[src/rtl/lzss_pkg.sv]
// Shared definitions for the LZSS host-side controller.
//   - Default widths for host words, symbols, codewords and the codeword counter.
//   - Codeword bit-field positions.
//   - Controller state encoding.
package lzss_pkg;

  localparam int WORD_W = 32;
  localparam int BYTE_W = 8;
  localparam int CW_W   = 11;
  localparam int CNT_W  = 12;

  // Codeword layout: bit 10 clear = literal {0, char[7:0], 2'bxx}, set = match token.
  localparam int CW_FLAG    = 10;
  localparam int CW_CHAR_HI = 9;
  localparam int CW_CHAR_LO = 2;

  typedef enum logic [2:0] {
    ST_IDLE,
    ST_FEED,
    ST_DRAIN,
    ST_FLUSH,
    ST_DONE,
    ST_HALT
  } lzss_ctrl_state_t;

  function automatic logic cw_is_match(input logic [CW_W-1:0] cw);
    return cw[CW_FLAG];
  endfunction

endpackage

[src/rtl/lzss_word_fifo.sv]
// Synchronous word FIFO with an occupancy count.
// Ports:
//   clk, reset   rising-edge clock, synchronous active-high reset
//   wr, wdata    push (ignored when full)
//   rd, rdata    pop (ignored when empty); rdata shows the head combinationally
//   count        current occupancy, 0..DEPTH
module lzss_word_fifo
  import lzss_pkg::*;
#(
  parameter int W     = 32,
  parameter int DEPTH = 2
) (
  input  logic                     clk,
  input  logic                     reset,
  input  logic                     wr,
  input  logic [W-1:0]             wdata,
  input  logic                     rd,
  output logic [W-1:0]             rdata,
  output logic [$clog2(DEPTH):0]   count
);

  localparam int AW = $clog2(DEPTH);
  localparam logic [AW:0] FULL = (AW+1)'(DEPTH);

  logic [W-1:0]  mem [DEPTH];
  logic [AW-1:0] wp, rp;
  logic          do_wr, do_rd;

  assign do_wr = wr & (count != FULL);
  assign do_rd = rd & (count != '0);
  assign rdata = mem[rp];

  always_ff @(posedge clk) begin
    if (reset) begin
      wp    <= '0;
      rp    <= '0;
      count <= '0;
    end else begin
      if (do_wr) wp <= wp + 1'b1;
      if (do_rd) rp <= rp + 1'b1;
      count <= count + {{AW{1'b0}}, do_wr} - {{AW{1'b0}}, do_rd};
    end
  end

  // Storage needs no reset: entries are only read after being written.
  always_ff @(posedge clk) begin
    if (do_wr) mem[wp] <= wdata;
  end

endmodule

[src/rtl/lzss_host_ctrl.sv]
// Host-side sequencer in front of the LZSS encoder core.
// Buffers host words, unpacks them MSB-byte-first into a symbol stream,
// tracks end-of-input, registers/counts the core's codewords and pulses finish.
// Ports:
//   clk, reset                  clock, synchronous active-high reset
//   data, data_valid, busy      host word handshake (accepted when busy = 0)
//   drop_done                   host level: last word has been issued
//   byte_out/valid/last/ready   symbol stream to the core
//   cw_in, cw_valid, cw_last    codewords from the core (no backpressure)
//   codeword, out_valid         registered codeword output
//   enc_num                     saturating codeword count
//   finish                      one-cycle completion pulse
module lzss_host_ctrl #(
  parameter int WORD_W     = lzss_pkg::WORD_W,
  parameter int BYTE_W     = lzss_pkg::BYTE_W,
  parameter int CW_W       = lzss_pkg::CW_W,
  parameter int CNT_W      = lzss_pkg::CNT_W,
  parameter int FIFO_DEPTH = 2
) (
  input  logic              clk,
  input  logic              reset,
  input  logic [WORD_W-1:0] data,
  input  logic              data_valid,
  input  logic              drop_done,
  output logic              busy,
  output logic [BYTE_W-1:0] byte_out,
  output logic              byte_valid,
  output logic              byte_last,
  input  logic              byte_ready,
  input  logic [CW_W-1:0]   cw_in,
  input  logic              cw_valid,
  input  logic              cw_last,
  output logic [CW_W-1:0]   codeword,
  output logic              out_valid,
  output logic [CNT_W-1:0]  enc_num,
  output logic              finish
);

  import lzss_pkg::*;

  localparam int BPW   = WORD_W / BYTE_W;
  localparam int IDX_W = (BPW > 1) ? $clog2(BPW) : 1;
  localparam int FA_W  = $clog2(FIFO_DEPTH);
  localparam logic [IDX_W-1:0] IDX_LAST = IDX_W'(BPW - 1);
  localparam logic [FA_W:0]    BUSY_TH  = (FA_W+1)'(FIFO_DEPTH - 1);
  localparam logic [CNT_W-1:0] CNT_MAX  = '1;

  lzss_ctrl_state_t state, state_next;

  logic [WORD_W-1:0] cur_word, fifo_head;
  logic [IDX_W-1:0]  idx;
  logic [FA_W:0]     fifo_count, occ_post;
  logic              wr, pop, xfer, word_end, fifo_empty, got_word, busy_next;

  assign xfer       = byte_valid & byte_ready;
  assign word_end   = xfer & (idx == IDX_LAST);
  assign fifo_empty = (fifo_count == '0);
  assign wr         = data_valid & ~busy & (state == ST_FEED);
  // Refill the unpacker when it is idle or finishing its word: no bubble between words.
  assign pop        = (~byte_valid | word_end) & ~fifo_empty;
  // Occupancy after the edge, deliberately ignoring a same-cycle pop.
  assign occ_post   = fifo_count + {{FA_W{1'b0}}, wr};

  // The current word shifts left on each transfer, so the symbol is always the top byte.
  assign byte_out   = cur_word[WORD_W-1 -: BYTE_W];
  // DRAIN is only entered with drop_done latched, so the state carries that flag.
  assign byte_last  = byte_valid & (idx == IDX_LAST) & (state == ST_DRAIN) & fifo_empty;

  lzss_word_fifo #(.W(WORD_W), .DEPTH(FIFO_DEPTH)) u_fifo (
    .clk   (clk),
    .reset (reset),
    .wr    (wr),
    .wdata (data),
    .rd    (pop),
    .rdata (fifo_head),
    .count (fifo_count)
  );

  always_ff @(posedge clk) begin
    if (reset) state <= ST_IDLE;
    else       state <= state_next;
  end

  always_comb begin
    state_next = state;
    busy_next  = 1'b1;
    case (state)
      ST_IDLE:  state_next = ST_FEED;
      ST_FEED: begin
        if (drop_done) begin
          if (wr | ~fifo_empty | (byte_valid & ~word_end)) state_next = ST_DRAIN;
          // Everything already went out before drop_done: skip straight to codeword wait.
          else if (got_word)                               state_next = ST_FLUSH;
          else                                             state_next = ST_DONE;
        end
      end
      ST_DRAIN: if (xfer & byte_last)     state_next = ST_FLUSH;
      ST_FLUSH: if (cw_valid & cw_last)   state_next = ST_DONE;
      ST_DONE:  state_next = ST_HALT;
      ST_HALT:  state_next = ST_HALT;
      default:  state_next = ST_IDLE;
    endcase
    if (state_next == ST_FEED) busy_next = (occ_post >= BUSY_TH);
  end

  always_ff @(posedge clk) begin
    if (reset) begin
      busy       <= 1'b1;
      byte_valid <= 1'b0;
      cur_word   <= '0;
      idx        <= '0;
      got_word   <= 1'b0;
      codeword   <= '0;
      out_valid  <= 1'b0;
      enc_num    <= '0;
      finish     <= 1'b0;
    end else begin
      busy   <= busy_next;
      finish <= (state == ST_DONE);
      if (wr) got_word <= 1'b1;

      if (pop) begin
        cur_word   <= fifo_head;
        idx        <= '0;
        byte_valid <= 1'b1;
      end else if (xfer) begin
        cur_word <= cur_word << BYTE_W;
        idx      <= idx + 1'b1;
        if (word_end) byte_valid <= 1'b0;
      end

      if (state != ST_HALT) begin
        codeword  <= cw_in;
        out_valid <= cw_valid;
        if (cw_valid && enc_num != CNT_MAX) enc_num <= enc_num + 1'b1;
      end else begin
        out_valid <= 1'b0;
      end
    end
  end

endmodule

[config.mk]
export PLATFORM = sky130hd
export DESIGN_NAME = lzss_host_ctrl
export DESIGN_NICKNAME = d
export VERILOG_FILES = /design/src/rtl/lzss_pkg.sv /design/src/rtl/lzss_word_fifo.sv /design/src/rtl/lzss_host_ctrl.sv
export SDC_FILE = /design/constraint.sdc
export NUM_CORES = 1
export LEC_CHECK = 0
export CAP_MARGIN = 20
export CORE_ASPECT_RATIO = 0.8
export CORE_MARGIN = 2
export CORE_UTILIZATION = 55
export CTS_BUF_LIST = sky130_fd_sc_hd__clkbuf_8
export DETAILED_ROUTE_END_ITERATION = 8
export HOLD_SLACK_MARGIN = 0.15
export PLACE_DENSITY = 0.82
export SETUP_SLACK_MARGIN = 0.02
export SYNTH_ARGS = -nofsm -noshare
export SYNTH_HDL_FRONTEND = slang
export SYNTH_SLANG_ARGS = --single-unit
[constraint.sdc]
create_clock -name clk -period 8.16 [get_ports clk]
set_clock_uncertainty 0.2 [all_clocks]
set_input_delay 1.632 -clock clk [delete_from_list [all_inputs] [get_ports clk]]
set_output_delay 1.632 -clock clk [all_outputs]
set_load 0.02 [all_outputs]
=== Yosys cells after proc, flatten, opt, wreduce, memory -nomap -nowiden ===
Memories as Yosys holds them, arrays and structs flattened. A register that Yosys moved wholly into a read port is not among the register bits.
Index checks and enable logic that the tools add are counted.

* Order comparisons: 1
* Reduce and logical (&&, ||, !) cells: 12
* Multiplexer cells: 15
* Eq/ne operators: 10
* Add/subtract/negate cells: 7
* Bitwise gates (word level): 22

{| class="wikitable"
|+ Operators by type and width
! kind !! number
|-
| 2-to-1 mux 32 bit || 2
|-
| 2-to-1 mux 3 bit || 5
|-
| case mux 3 bit (5 select lines) || 1
|-
| bitwise AND 1 bit || 13
|-
| adder 12 x 1 -> 12 bit, second input constant || 1
|-
| != test 12 bit, second input constant || 1
|-
| OR reduction 2 bit || 4
|-
| 2-to-1 mux 1 bit || 7
|-
| equality test 3 x 1 -> 1 bit, second input constant || 2
|-
| equality test 3 x 2 -> 1 bit, second input constant || 2
|-
| equality test 3 bit, second input constant || 2
|-
| inverter 1 bit || 6
|-
| nonzero test 2 bit || 3
|-
| adder 2 x 1 -> 2 bit || 2
|-
| AND reduction 2 bit || 2
|-
| zero test 3 bit || 1
|-
| != test 3 bit, second input constant || 1
|-
| OR 1 bit || 3
|-
| adder 1 bit, second input constant || 2
|-
| adder 2 x 1 -> 2 bit, second input constant || 1
|-
| equality test 2 bit, second input constant || 1
|-
| greater-or-equal comparator 2 x 1 -> 1 bit, second input constant || 1
|-
| zero test 2 bit || 1
|-
| != test 2 bit, second input constant || 1
|-
| 2 further kinds || 2
|}

* Bits in writable memories: 64
* Word-level logic and storage cells: 81
* Output and inout port bits: 36
* Bits in registers: 69
* Input port bits: 50
* Memories kept: 1

{| class="wikitable"
|+ Memories
! name !! depth !! bits a word !! read ports !! clocked after memory_dff !! wr ports !! RTL line !! source
|-
| u_fifo.mem || 2 || 32 || 1 || 1 || 1 || lzss_word_fifo.sv:25 || <nowiki>logic [W-1:0] mem [DEPTH];</nowiki>
|}

=== Logic depth before layout (Yosys ltp) ===
* Word-level depth: 11
* Gate-level depth with buffers: 12
* Depth with buffers taken out: 10

=== Cells and area by module ===
From an unflattened synthesis, not the netlist that was laid out.

* Cell total of the unflattened synthesis: 492
* Area total of the unflattened synthesis: 5451.5 sq um

{| class="wikitable"
|+ By module, submodules not included
! module !! times used !! cells each !! area each (sq um) !! sequential area each (sq um)
|-
| lzss_host_ctrl || 1 || 362 || 2891.5 || 1301.2
|-
| lzss_word_fifo || 1 || 130 || 2560.0 || 2021.9
|}

=== Worst setup path before layout ===
No wires, ideal clock.

* Path type: input port to flip-flop
* Start point: input data_valid
* End point: memory u_fifo.mem[0][0], enable pin
* Path buffers: 0
* Library setup time: 0.425 ns
* Slack: 4.022 ns
* Data arrival time: 3.513 ns
* Data required time: 7.535 ns
* Stages: 3
* Cells stage by stage: nor2b_1 and3_1 nor2b_1

* Cells in the longest elaborated chain, start to end: 5

{| class="wikitable"
|+ Ends and longest elaborated chain
! item !! RTL line !! source
|-
| from (decl) || lzss_host_ctrl.sv:23 || <nowiki>input logic data_valid,</nowiki>
|-
| bitwise AND 1 bit (2 in series) || lzss_host_ctrl.sv:58 || <nowiki>assign wr = data_valid & ~busy & (state == ST_FEED);</nowiki>
|-
| bitwise AND 1 bit || lzss_word_fifo.sv:29 || <nowiki>assign do_wr = wr & (count != FULL);</nowiki>
|-
| named net u_fifo.do_wr || lzss_word_fifo.sv:27 || <nowiki>logic do_wr, do_rd;</nowiki>
|-
| 2-to-1 mux 1 bit || lzss_word_fifo.sv:47 || <nowiki>if (do_wr) mem[wp] <= wdata;</nowiki>
|-
| 2-to-1 mux 1 bit (implied by the code) || lzss_word_fifo.sv:47 ||
|-
| to (decl) || lzss_word_fifo.sv:25 ||
|}

The timed path passes the listed nets, and every way through them passes these cells.

=== Worst setup path in the final report ===
* Start point: register byte_valid
* End point: output byte_last

* Cells in the longest elaborated chain, start to end: 3

{| class="wikitable"
|+ Ends and longest elaborated chain
! item !! RTL line !! source
|-
| from (decl) || lzss_host_ctrl.sv:27 || <nowiki>output logic byte_valid,</nowiki>
|-
| from (signal assigned) || lzss_host_ctrl.sv:109 || <nowiki>byte_valid <= 1'b0;</nowiki>
|-
| from (signal assigned) || lzss_host_ctrl.sv:125 || <nowiki>byte_valid <= 1'b1;</nowiki>
|-
| from (signal assigned) || lzss_host_ctrl.sv:129 || <nowiki>if (word_end) byte_valid <= 1'b0;</nowiki>
|-
| bitwise AND 1 bit (3 in series) || lzss_host_ctrl.sv:67 || <nowiki>assign byte_last = byte_valid & (idx == IDX_LAST) & (state == ST_DRAIN) & fifo_empty;</nowiki>
|-
| to (decl) || lzss_host_ctrl.sv:28 || <nowiki>output logic byte_last,</nowiki>
|}

No other way between the ends.

==> metrics.md <==
| Metric | Value |
|---|---|
| Status | `completed` |
| Critical Path, Cell by Cell | `nand4b_1 > nor4_1 > clkdlybuf4s50_1` |
| First-pass GRT wire length | `17.9 mm` |
| Slowest CP cell | `dfxtp_1` |
| Root Buffer | `clkbuf_8` |
| Drt total wl | `11.0 mm` |
| Ratio of cells with drive above 1 in the final layout | `10.4%` |
| Yosys warnings | `0` |
| Clock power share | `31.5%` |
| Final nets | `599` |
| Tmin final | `4.42 ns` |
| Max Cap Viol | `0` |
| Worst setup path start | `byte_valid` |
| Reg2reg start | `state[0]` |
| Comb pwr share | `22.0%` |
| Top-Level Pins | `86` |
| CTS tree | `done` |
| DR iter-0 viols | `322` |
| FP Rows | `32` |
| Ant diodes | `0` |
| # H-tree levels | `4` |
| Clk_lat worst skew | `0.44 ns` |
| Port Buffers | `85` |
| DRC Markers | `0` |
| Cell count after placement | `642` |
| Setup tns final | `0 ns` |
| Worst setup SP type | `flip-flop` |
| Worst slew pin tran | `1.02 ns` |
| Number of global-route vias before repair | `3763` |
| Post-CTS setup buffers | `0` |
| CTS Buffer Depth | `2` |
| Worst Path Required | `6.33 ns` |
| Count of pins over their slew limit | `0` |
| FF/Latch Area | `3320 µm²` |
| Max IR drop VDD | `0.000186 V` |
| EDFF count, synth | `64` |
| Worst Setup End Kind | `output port` |
| Area Growth Syn to Fin | `24.4%` |
| Worst EP arrival | `2.59 ns` |
| Initial antenna violation count | `0` |
| Synth Area in XOR/XNOR | `1.14%` |
| DR vias/cell | `5.80` |
| P per Cell Area | `295 nW/µm²` |
| Setup violators final | `0` |
| Crit-path max cell delay | `0.98 ns` |
| Hold crit path type | `flip-flop to flip-flop` |
| Hold path cells | `2` |
| Die ar. | `10600 µm²` |
| Via count | `3920` |
| Worst reg-to-reg path cell count | `4` |
| Clock slew at reported path FFs | `0.07 ns` |
| Mux cell area share after synthesis | `2.49%` |
| Core area | `9570 µm²` |
| Sequential share of power | `46.5%` |
| Register bit total from synthesis | `134` |
| Initial Util | `56.3%` |
| Fmax | `0.226 GHz` |
| CTS buffer count | `17` |
| R2r endpoint | `u_fifo.mem[0][13]` |
| Largest family of logic cells by synthesized area | `simple AND/OR/NAND/NOR gates` |
| Post-route ant nets | `0` |
| Pre-antenna DRT Iters | `5` |
| Post-synth cell types | `45` |
| Fill cell count | `665` |
| Die X | `115 µm` |
| Synth Area in Adders | `1.16%` |
| Final Hold Viols | `0` |
| Syn nets | `533` |
| Syn avg cell area | `11.3 µm²` |
| P_int | `1380 µW` |
| # resized after CTS | `0` |
| Die H | `92.5 µm` |
| Netlist area before placement | `5380 µm²` |
| Ys flop type | `dfxtp_1` |
| Post-synthesis simple-gate area fraction | `17.2%` |
| Hold-fix buffers, CTS | `0` |
| Seq/Total Area, Yosys | `61.7%` |
| Asr flop ratio synth | `0%` |
| Switching share of total power | `30.0%` |
| Setup CP Type | `flip-flop to output port` |
| # clock sinks | `134` |
| Synth Area in Compound Gates | `12.2%` |
| Reg2reg setup slack | `5.29 ns` |
| Pleak | `0.00225 µW` |
| DR WL/cell | `16.3 µm` |
| Post-synthesis cell count | `478` |
| Global Route Usage Sum | `22.1%` |
| Multi-input logic area | `1840 µm²` |
| Final GP Congestion | `0.811` |
| Max transition margin | `31.8%` |
| Switching Power | `593 µW` |
| CP Max Fanout | `29` |
| RSZ-0062 raised after global routing | `no` |
| Non-filler cells, final | `676` |
| Crit path to | `byte_last` |
| Hpwl dp | `6.96 mm` |
| Crit share post-route | `54.1%` |
| Grt ovf | `0` |
| Largest net degree at the start of global routing | `74` |
-- layout by cell type, fill, tap and decap left out, types with 2 or more instances in the layout --
cell type        count
or4_1                7
or2_2                2
inv_1                5
bufinv_16            5
clkbuf_8            18
a21oi_1             29
nand2_1             59
nand4_1              2
a211oi_1            24
dfxtp_1             69
buf_4                4
mux2_2              11
o31ai_1              6
nor2b_1             29
ha_1                 5
xor2_1               4
o21ai_0              3
nor3_1               4
clkinvlp_4           4
nor2_1              12
a311oi_1            24
nand2b_1             3
and2_1               3
nand3b_1             3
clkdlybuf4s50_1     84
a221oi_1             2
or3_1                3
and3_1               2
nand3_1             39
xnor2_1              3
nor4_1               3
edfxtp_1            64
clkinv_2             3
-- cell type report --
cell class	instances	share of cell area, %
Clock buffer	18	3.70
Tap cell	119	2.22
Clock inverter	14	3.10
Multi-Input combinational cell	296	27.5
Inverter	4	0.224
Timing Repair Buffer	91	13.6
Sequential cell	134	49.6
-- power groups by stage --
stage	clock network [µW]	logic, µW	registers, µW
floorplan	0	338	886
global placement	0	407	926
detailed placement	0	422	932
CTS	633	426	918
global route	665	477	937
finish	623	434	919
-- synth_stat cells (2+ instances only) --
cell / number / share of area, %
or2_2: 2 / 0.23
nand3_1: 39 / 3.6
buf_4: 8 / 1.1
or4_1: 7 / 0.98
nand4_1: 2 / 0.23
a211oi_1: 24 / 3.3
o21ai_0: 3 / 0.28
inv_1: 4 / 0.28
nor2b_1: 30 / 3.5
a221oi_1: 2 / 0.33
xor2_1: 4 / 0.65
dfxtp_1: 70 / 26
nand2b_1: 3 / 0.35
buf_1: 7 / 0.49
ha_1: 5 / 1.2
a311oi_1: 24 / 3.9
mux2_2: 11 / 2.3
xnor2_1: 3 / 0.49
o31ai_1: 6 / 0.84
nor4_1: 3 / 0.35
buf_2: 3 / 0.28
and2_1: 3 / 0.35
and3_1: 2 / 0.23
nand2_1: 59 / 4.1
nand3b_1: 3 / 0.42
or3_1: 3 / 0.35
clkbuf_1: 25 / 1.7
edfxtp_1: 64 / 36
a21oi_1: 29 / 2.7
nor2_1: 12 / 0.84
nor3_1: 4 / 0.37
-- how the worst min path moves through the flow --
| stage | end | slack (ns) | start |
|---|---|---|---|
| floorplan | cur_word[0] | 0.24 | cur_word[0] |
| finish | codeword[7] | 0.25 | codeword[7] |
| detailed placement | codeword[2] | 0.25 | codeword[2] |
| global placement | codeword[0] | 0.24 | codeword[0] |
| CTS | codeword[2] | 0.26 | codeword[2] |
| global route | codeword[10] | 0.27 | codeword[10] |
-- worst max-delay path: cells and delay by family (launching register included) --
family / cells / cell delay, ns
flip-flops: 1 / 0.98
buffers and inverters: 1 / 0.68
AND/OR/NAND/NOR: 2 / 0.49
-- per-stage QoR --
stage	instance area, µm²	hold slack (ns)	util (%)	power [µW]	worst slack (ns)
global placement	6210	0.239	64.9	1330	3.42
floorplan	5380	0.244	-	1220	4.02
CTS	6660	0.256	69.6	1980	3.76
finish	6700	0.254	70.0	1980	3.74
global route	6700	0.273	70.0	2080	3.52
detailed placement	6210	0.245	64.9	1350	3.35
-- kinds of logic after synthesis --
group | after synthesis
buffers and inverters | 48
XOR/XNOR | 7
multiplexers | 12
AND/OR/NAND/NOR | 179
AO/OA/AOI/OAI | 93
flip-flops | 134
adder cells (fa/ha/maj) | 5
-- metal layers --
metal / vias up / wire length (µm) / GRT usage (%)
li1: 1895 / - / -
met1: 1870 / 4800 / 28.4
met2: 130 / 5280 / 33.5
met3: 25 / 703 / 8.05
met4: 0 / 224 / 9.65
met5: - / 0 / 0
-- sequential cells by signal (all words and copies together) (netlist names), named ones only --
| register | count |
|---|---|
| got_word | 1 |
| byte_valid | 1 |
| finish | 1 |
| codeword | 11 |
| u_fifo.rp | 1 |
| state | 3 |
| busy | 1 |
| idx | 2 |
| out_valid | 1 |
| u_fifo.count | 2 |
| u_fifo.mem | 64 |
| u_fifo.wp | 1 |
| cur_word | 32 |
| enc_num | 12 |
No activity file was read; power rests on OpenSTA's default activity.
